[src/rtl/com_pkg.sv]
// rtl/com_pkg.sv - shared constants, state encoding and command whitelist for the command-frame parser
package com_pkg;

    localparam logic [7:0] CMD_DRIVE_1 = 8'h01;
    localparam logic [7:0] CMD_DRIVE_2 = 8'h02;
    localparam logic [7:0] CMD_DRIVE_3 = 8'h03;
    localparam logic [7:0] CMD_DRIVE_4 = 8'h04;
    localparam logic [7:0] CMD_STEER_1 = 8'h11;
    localparam logic [7:0] CMD_STEER_2 = 8'h12;
    localparam logic [7:0] CMD_STEER_3 = 8'h13;
    localparam logic [7:0] CMD_STEER_4 = 8'h14;
    localparam logic [7:0] CMD_51      = 8'h51;
    localparam logic [7:0] CMD_52      = 8'h52;
    localparam logic [7:0] CMD_61      = 8'h61;
    localparam logic [7:0] CMD_62      = 8'h62;

    localparam logic [1:0] ERR_NONE    = 2'd0;
    localparam logic [1:0] ERR_CSUM    = 2'd1;
    localparam logic [1:0] ERR_CMD     = 2'd2;
    localparam logic [1:0] ERR_TIMEOUT = 2'd3;

    typedef enum logic [2:0] {
        S_IDLE    = 3'b001,
        S_PAYLOAD = 3'b010,
        S_CHECK   = 3'b100
    } state_t;

    function automatic logic is_valid_cmd(input logic [7:0] cmd);
        case (cmd)
            CMD_DRIVE_1, CMD_DRIVE_2, CMD_DRIVE_3, CMD_DRIVE_4,
            CMD_STEER_1, CMD_STEER_2, CMD_STEER_3, CMD_STEER_4,
            CMD_51, CMD_52, CMD_61, CMD_62: is_valid_cmd = 1'b1;
            default:                        is_valid_cmd = 1'b0;
        endcase
    endfunction

endpackage

[src/rtl/com_timeout_counter.sv]
// rtl/com_timeout_counter.sv - inter-byte idle counter; expired marks the last allowed idle cycle
module com_timeout_counter #(
    parameter int TIMEOUT_CYCLES = 50000
) (
    input  logic clk,
    input  logic rst,
    input  logic run,
    input  logic reload,
    output logic expired
);

    localparam int CW = $clog2(TIMEOUT_CYCLES + 1);
    localparam logic [CW-1:0] LAST = CW'(TIMEOUT_CYCLES - 1);

    logic [CW-1:0] count_q;

    always_ff @(posedge clk) begin
        if (rst || reload || !run) begin
            count_q <= '0;
        end else if (count_q != LAST) begin
            count_q <= count_q + 1'b1;
        end
    end

    // A byte on the expiry cycle reloads instead, so it always wins.
    assign expired = run && !reload && (count_q == LAST);

endmodule

[src/rtl/com_frame_parser.sv]
// rtl/com_frame_parser.sv - assembles command/payload/checksum frames from the UART byte stream
module com_frame_parser #(
    parameter int PAYLOAD_BYTES  = 3,
    parameter int CHECKSUM_EN    = 1,
    parameter int TIMEOUT_CYCLES = 50000
) (
    input  logic                       clk,
    input  logic                       rst,
    input  logic [7:0]                 data_in,
    input  logic                       data_valid,
    output logic [7:0]                 cmd_out,
    output logic [8*PAYLOAD_BYTES-1:0] payload_out,
    output logic                       frame_valid,
    output logic                       frame_err,
    output logic [1:0]                 err_code,
    output logic                       busy
);

    import com_pkg::*;

    localparam int PW    = 8 * PAYLOAD_BYTES;
    localparam int IDX_W = (PAYLOAD_BYTES > 1) ? $clog2(PAYLOAD_BYTES) : 1;
    localparam logic [IDX_W-1:0] IDX_LAST = IDX_W'(PAYLOAD_BYTES - 1);

    state_t           state_q, state_d;
    logic [7:0]       cmd_sh, xor_q;
    logic [PW-1:0]    pay_sh, pay_next;
    logic [IDX_W-1:0] idx_q;
    logic             fin, csum_bad, timeout, expired;
    logic             frame_ok, frame_bad;

    com_timeout_counter #(.TIMEOUT_CYCLES(TIMEOUT_CYCLES)) u_timeout (
        .clk     (clk),
        .rst     (rst),
        .run     (state_q != S_IDLE),
        .reload  (data_valid),
        .expired (expired)
    );

    always_comb begin
        state_d  = state_q;
        fin      = 1'b0;
        csum_bad = 1'b0;
        timeout  = 1'b0;
        pay_next = pay_sh;
        case (state_q)
            S_IDLE: begin
                if (data_valid) state_d = S_PAYLOAD;
            end
            S_PAYLOAD: begin
                if (data_valid) begin
                    for (int k = 0; k < PAYLOAD_BYTES; k++) begin
                        if (idx_q == IDX_W'(k)) pay_next[8*k +: 8] = data_in;
                    end
                    if (idx_q == IDX_LAST) begin
                        if (CHECKSUM_EN != 0) begin
                            state_d = S_CHECK;
                        end else begin
                            fin     = 1'b1;
                            state_d = S_IDLE;
                        end
                    end
                end else if (expired) begin
                    timeout = 1'b1;
                    state_d = S_IDLE;
                end
            end
            S_CHECK: begin
                if (data_valid) begin
                    fin      = 1'b1;
                    csum_bad = (data_in != xor_q);
                    state_d  = S_IDLE;
                end else if (expired) begin
                    timeout = 1'b1;
                    state_d = S_IDLE;
                end
            end
            default: state_d = S_IDLE;
        endcase
    end

    assign frame_ok  = fin && !csum_bad && is_valid_cmd(cmd_sh);
    assign frame_bad = fin && !frame_ok;

    always_ff @(posedge clk) begin
        if (rst) begin
            state_q     <= S_IDLE;
            cmd_sh      <= '0;
            xor_q       <= '0;
            pay_sh      <= '0;
            idx_q       <= '0;
            cmd_out     <= '0;
            payload_out <= '0;
            frame_valid <= 1'b0;
            frame_err   <= 1'b0;
            err_code    <= ERR_NONE;
        end else begin
            state_q     <= state_d;
            frame_valid <= frame_ok;
            frame_err   <= frame_bad || timeout;
            if (frame_bad) begin
                err_code <= csum_bad ? ERR_CSUM : ERR_CMD;
            end else if (timeout) begin
                err_code <= ERR_TIMEOUT;
            end
            // pay_next already holds the final byte when there is no checksum.
            if (frame_ok) begin
                cmd_out     <= cmd_sh;
                payload_out <= pay_next;
            end
            if (data_valid) begin
                case (state_q)
                    S_IDLE: begin
                        cmd_sh <= data_in;
                        xor_q  <= data_in;
                        idx_q  <= '0;
                    end
                    S_PAYLOAD: begin
                        pay_sh <= pay_next;
                        xor_q  <= xor_q ^ data_in;
                        idx_q  <= idx_q + 1'b1;
                    end
                    default: ;
                endcase
            end
        end
    end

    assign busy = (state_q != S_IDLE);

endmodule

[config.mk]
export PLATFORM = sky130hd
export DESIGN_NAME = com_frame_parser
export DESIGN_NICKNAME = d
export VERILOG_FILES = /design/src/rtl/com_pkg.sv /design/src/rtl/com_timeout_counter.sv /design/src/rtl/com_frame_parser.sv
export SDC_FILE = /design/constraint.sdc
export NUM_CORES = 1
export LEC_CHECK = 0
export ABC_AREA = 1
export BUFFER_PORTS_ARGS = -buffer_cell sky130_fd_sc_hd__buf_4
export CAP_MARGIN = 10
export CORE_MARGIN = 1
export CORE_UTILIZATION = 55
export CTS_BUF_LIST = sky130_fd_sc_hd__clkbuf_2 sky130_fd_sc_hd__clkbuf_4 sky130_fd_sc_hd__clkbuf_8
export CTS_CLUSTER_SIZE = 25
export DETAILED_ROUTE_END_ITERATION = 16
export PLACE_DENSITY_LB_ADDON = 0.3
export SETUP_SLACK_MARGIN = 0.1
export SYNTH_ARGS = -nofsm -noshare
export SYNTH_HDL_FRONTEND = slang
export SYNTH_SLANG_ARGS = --single-unit
[constraint.sdc]
create_clock -name clk -period 2.4 [get_ports clk]
set_input_delay 0.24 -clock clk [delete_from_list [all_inputs] [get_ports clk]]
set_output_delay 0.24 -clock clk [all_outputs]
set_load 0.02 [all_outputs]
# Word level (Yosys, flattened, before mapping)
# Cells that the tools add are included.
[classes]
n_addsub = 2
eq_ne = 23
muxes = 24
bitwise_logic = 1
n_reduce_logical = 21
[ops]
columns = ["op", "n"]
rows = [
  ["2-to-1 mux 24 bit", 2],
  ["== test 8 x 5 -> 1 bit (second input constant)", 4],
  ["== test 8 x 7 -> 1 bit (second input constant)", 4],
  ["2-to-1 mux 8 bit", 3],
  ["adder 16 x 1 -> 16 bit (second input constant)", 1],
  ["== test 16 bit (second input constant)", 1],
  ["== test 8 x 2 -> 1 bit (second input constant)", 2],
  ["!= test 16 bit (second input constant)", 1],
  ["one-hot mux 8 bit (2 select lines)", 1],
  ["2-to-1 mux 3 bit", 5],
  ["OR reduction 12 bit", 1],
  ["one-hot mux 3 bit (3 select lines)", 1],
  ["== test 8 x 1 -> 1 bit (second input constant)", 1],
  ["== test 8 x 3 -> 1 bit (second input constant)", 1],
  ["2-to-1 mux 1 bit", 8],
  ["!= test 8 bit", 1],
  ["AND reduction 2 bit", 4],
  ["bitwise XOR 8 bit", 1],
  ["2-to-1 mux 2 bit", 3],
  ["logical AND 1 bit", 5],
  ["logical NOT 1 bit", 4],
  ["one-hot mux 2 bit (2 select lines)", 1],
  ["nonzero test 2 bit", 2],
  ["== test 3 x 1 -> 1 bit (second input constant)", 1],
  ["11 further kinds", 13],
]
[word_totals]
regBits = 97
in_bits = 11
output_inout_bits = 37
wordCells = 82

# Logic depth before layout (Yosys ltp)
[depth]
ltp_word = 9
ltp_mapped = 12
mapped_depth_nobuf = 12

# Cells and area by module
# Synthesis repeated with hierarchy kept, for this count alone.
[hier_totals]
hier_cells = 612
area_unflattened_um2 = 4450.5
[modules_own_cells]
columns = ["module", "instances", "cells_each", "area_per_inst_um2", "seq_area_each_um2"]
rows = [
  ["com_frame_parser", 1, 477, 3562.2, 1621.6],
  ["com_timeout_counter", 1, 135, 888.4, 320.3],
]

# Least setup slack after synthesis
# No wires, ideal clock.
[synth_timing]
kind = "register -> register"
from = "reg state_q[2]"
to = "reg payload_out[10]"
setup_time_ns = 0.116
arrival_time_ns = 1.282
required_time_ns = 2.284
path_slack_ns = 1.002
stages_incl_launch_ff = 9
path_buffers = 1
period_less_slack_ns = 1.398
cell_sequence = "dfxtp_1 -> inv_1 -> nand3_4 -> nor2_8 -> nand2_4 -> buf_4 -> o21a_1 -> o21ai_0 -> nor2_1"
[synth_via]
elab_chain_cells = 5
word_cells_on_any_way = 8
cone_classes = "2 x eq/ne; 3 x mux; 3 x reduce/logical"
[synth_lines]
columns = ["element", "line", "source"]
rows = [
  ["start: declaration", "com_frame_parser.sv:25", "state_t state_q, state_d;"],
  ["start signal: assignment", "com_frame_parser.sv:98", "state_q <= state_d;"],
  ["== test 3 bit", "com_frame_parser.sv:46", "case (state_q)"],
  ["2-to-1 mux 1 bit", "com_frame_parser.sv:46", ""],
  ["logical NOT 1 bit", "com_frame_parser.sv:82", "assign frame_ok = fin && !csum_bad && is_valid_cmd(cmd_sh);"],
  ["logical AND 1 bit (2 in series)", "com_frame_parser.sv:82", ""],
  ["end signal: assignment", "com_frame_parser.sv:109", "payload_out <= pay_next;"],
  ["end: declaration", "com_frame_parser.sv:12", "output logic [8*PAYLOAD_BYTES-1:0] payload_out,"],
]
# Parallel ways exist; a longest one is shown, timed or not.
# A chain may end at the register's enable or synchronous reset.

# Worst setup path after layout
[layout_timing]
from = "reg cmd_sh[6]"
to = "reg cmd_out[1]"
[layout_via]
elab_chain_cells = 4
word_cells_on_any_way = 15
cone_classes = "12 x eq/ne; 1 x mux; 2 x reduce/logical"
[layout_lines]
columns = ["element", "line", "source"]
rows = [
  ["start: declaration", "com_frame_parser.sv:26", "logic [7:0] cmd_sh, xor_q;"],
  ["start signal: assignment", "com_frame_parser.sv:114", "cmd_sh <= data_in;"],
  ["== test 8 x 1 -> 1 bit (tied with other cells)", "com_pkg.sv:29", "case (cmd)"],
  ["OR reduction 12 bit (*)", "com_pkg.sv:29", ""],
  ["2-to-1 mux 1 bit (*)", "com_pkg.sv:29", ""],
  ["logical AND 1 bit (*)", "com_frame_parser.sv:82", ""],
  ["end signal: assignment", "com_frame_parser.sv:108", "cmd_out <= cmd_sh;"],
  ["end: declaration", "com_frame_parser.sv:11", "output logic [7:0] cmd_out,"],
]
# Mark *: on every way between the ends. The rest lies on a longest branch, timed or not.

==> results.toml <==
[cells_and_area]
drive_gt1_frac = 0.146
n_antenna_cell = 0
fin_area_um2 = 4910
fillCellCount = 702
final_cells = 759
layout.nets = 667
postLayoutCoreUtil = 0.639
syn_to_final_growth_pct = 12.6

[sta]
hold_viol = 0
setup_tns_ns = 0
finalCritPeriodShare = 0.697
setup_viol = 0
fin_worst_skew_ns = 0.00962
layout_min_cycle_time_ns = 1.67
drv_slew = 0
relSlewSlack = 0.663
holdWs_ns = 0.163
fin_ws_ns = 0.726
fmax_mhz = 598
rsz0062_at_grt = "false"
max_slew.worst_pin.slew_ns = 0.504

[global_route]
antenna_found_initial = 0
overflow = 0
grt_pass1_wl_um = 15700
first_global_vias = 3596
grt_max_degree = 36
grt_use_total = 0.235

[yosys]
yosysMostFrequentCell = "nor2_1"
ys.flop_type = "dfxtp_1"
yosys_warnings = 0
yosys-top-cells-count = "nor2_1, nand2_1, dfxtp_1, inv_1"
synth_top_area_cell = "dfxtp_1"
synth.net_count = 628
synth_top_area_share = 0.445
synth_edf_count = 0
ys_top_cells_by_area = "dfxtp_1, nor2_1, nand2_1"
yosysSeqAreaShare = 0.445
avgSynthCellArea_um2 = 7.11
ys_types = 32
async_flop_share = 0
ys_seq_elements = 97
syn_area_um2 = 4360
syn_inst = 613

[route]
wl_per_cell_um = 11.8
drtIter0Drc = 218
routed_wl_um = 8990
vias_per_cell = 4.98
first_pass_iters = 5
vias = 3781
drc = 0
ant_nets = 0

[clocking]
clockBufferDepth = 2
tritoncts = "built"
numCtsBuffers = 9
cts_hold_buf = 0
cts_setup_buffers = 0
htreeDepth = 3
cts_resized = 0
clock_latency_ns = 0.36
cts.sinks = 97
clk_pin_slew_ns = 0.10
clock-root-buffer = "clkbuf_8"

[pwr]
vdd.ir_drop.worst_mv = 0.367
leakagePower_nw = 2.26
cellPowerDensity_nw_per_um2 = 638
total_power_mw = 3.13

[worst_setup_path]
arrival_ns = 1.94
crit_fanout = 30
worstPathRequired_ns = 2.66
crit_path_start_kind = "register"
worst-setup-path-type = "reg -> reg"
crit_path_end_kind = "register"

[place]
post-dp-hpwl_um = 6290
routabilityCongestion = 0.814
numPortBuffers = 47
dp_slack_ns = 0.695
dpl-instance-area_um2 = 4730
dpl.cell_count = 743

[floorplanning]
fp.dieW_um = 91.0
rows = 32
die_h_um = 91.0
core-area_um2 = 7690
start_util = 0.567
die_area_um2 = 8290
io_pins = 48

[run_status]
status = "complete, no violations"

[worst_hold_path]
min_path_type = "in -> reg"

[job]
maxCapViolations = 0
-- cell type report --
class / count / area (um^2) / share of cell area
timing repair buffer: 50 / 375 / 0.0765
inverter: 103 / 388 / 0.0790
sequential: 97 / 1940 / 0.396
tap: 102 / 128 / 0.0260
clock buffer: 10 / 138 / 0.0280
multi-input combinational: 391 / 1900 / 0.386
clock inverter: 6 / 43.8 / 0.00892
-- power by group --
part	switching, mW	leakage, nW	internal (mW)
sequential	0.0519	0.785	1.68
clock	0.579	0.0922	0.407
combinational	0.284	1.39	0.131
total	0.915	2.26	2.22
-- layer usage --
layer,track usage,routed length (um)
met2,0.388,4320
met4,0.142,176
met1,0.288,4010
met5,0,0
met3,0.0377,483
-- path summary, 6_finish.rpt --
| check | end | slack (ns) | cells after the start | from |
|---|---|---|---|---|
| hold / removal | cmd_sh[7] | 0.16 | 3 | data_in[7] |
| setup / recovery | cmd_out[1] | 0.73 | 9 | cmd_sh[6] |
| hold reg to reg | cmd_out[3] | 0.47 | 2 | cmd_out[3] |
| setup reg to reg | cmd_out[1] | 0.73 | 9 | cmd_sh[6] |
-- cell usage in the layout, fill, tap and decap left out, types with 2 or more instances in the layout --
master / instances
nand4_1: 7
clkbuf_8: 10
clkinv_4: 3
nand2_4: 3
a211oi_1: 2
nor2_2: 2
nor2_1: 117
inv_2: 11
o21ai_0: 32
xor2_1: 4
ha_1: 4
clkinv_2: 3
dfxtp_1: 97
nand3_1: 16
inv_1: 91
or2_2: 4
buf_4: 50
nand2_1: 105
nor3_2: 5
o21a_1: 25
nand3b_1: 2
a21oi_1: 32
o21ai_1: 24
-- worst max-delay path: stages (launching register included) --
cell and delay (ns):
dfxtp_1 0.42, inv_1 0.08, o21ai_0 0.14, nand2_1 0.06, nand2_1 0.10, nor2_2 0.05
nand2_4 0.07, clkinv_2 0.32, o21ai_1 0.26, nor2_1 0.06
-- sequential cells by signal (all words and copies together) (netlist names) --
register	count
idx_q	2
frame_err	1
cmd_sh	8
payload_out	24
err_code	2
frame_valid	1
state_q	3
pay_sh	24
cmd_out	8
u_timeout.count_q	16
xor_q	8
-- cells by family after synthesis --
| kind of cell | synth area share |
|---|---|
| and+or+nand+nor | 0.266 |
| xor gates and xnor gates | 0.00804 |
| DFF | 0.445 |
| buffers and inverters | 0.120 |
| AOI/OAI and AO/OA | 0.149 |
| adders and majority gates | 0.0115 |
No activity file was read; power rests on OpenSTA's default activity.
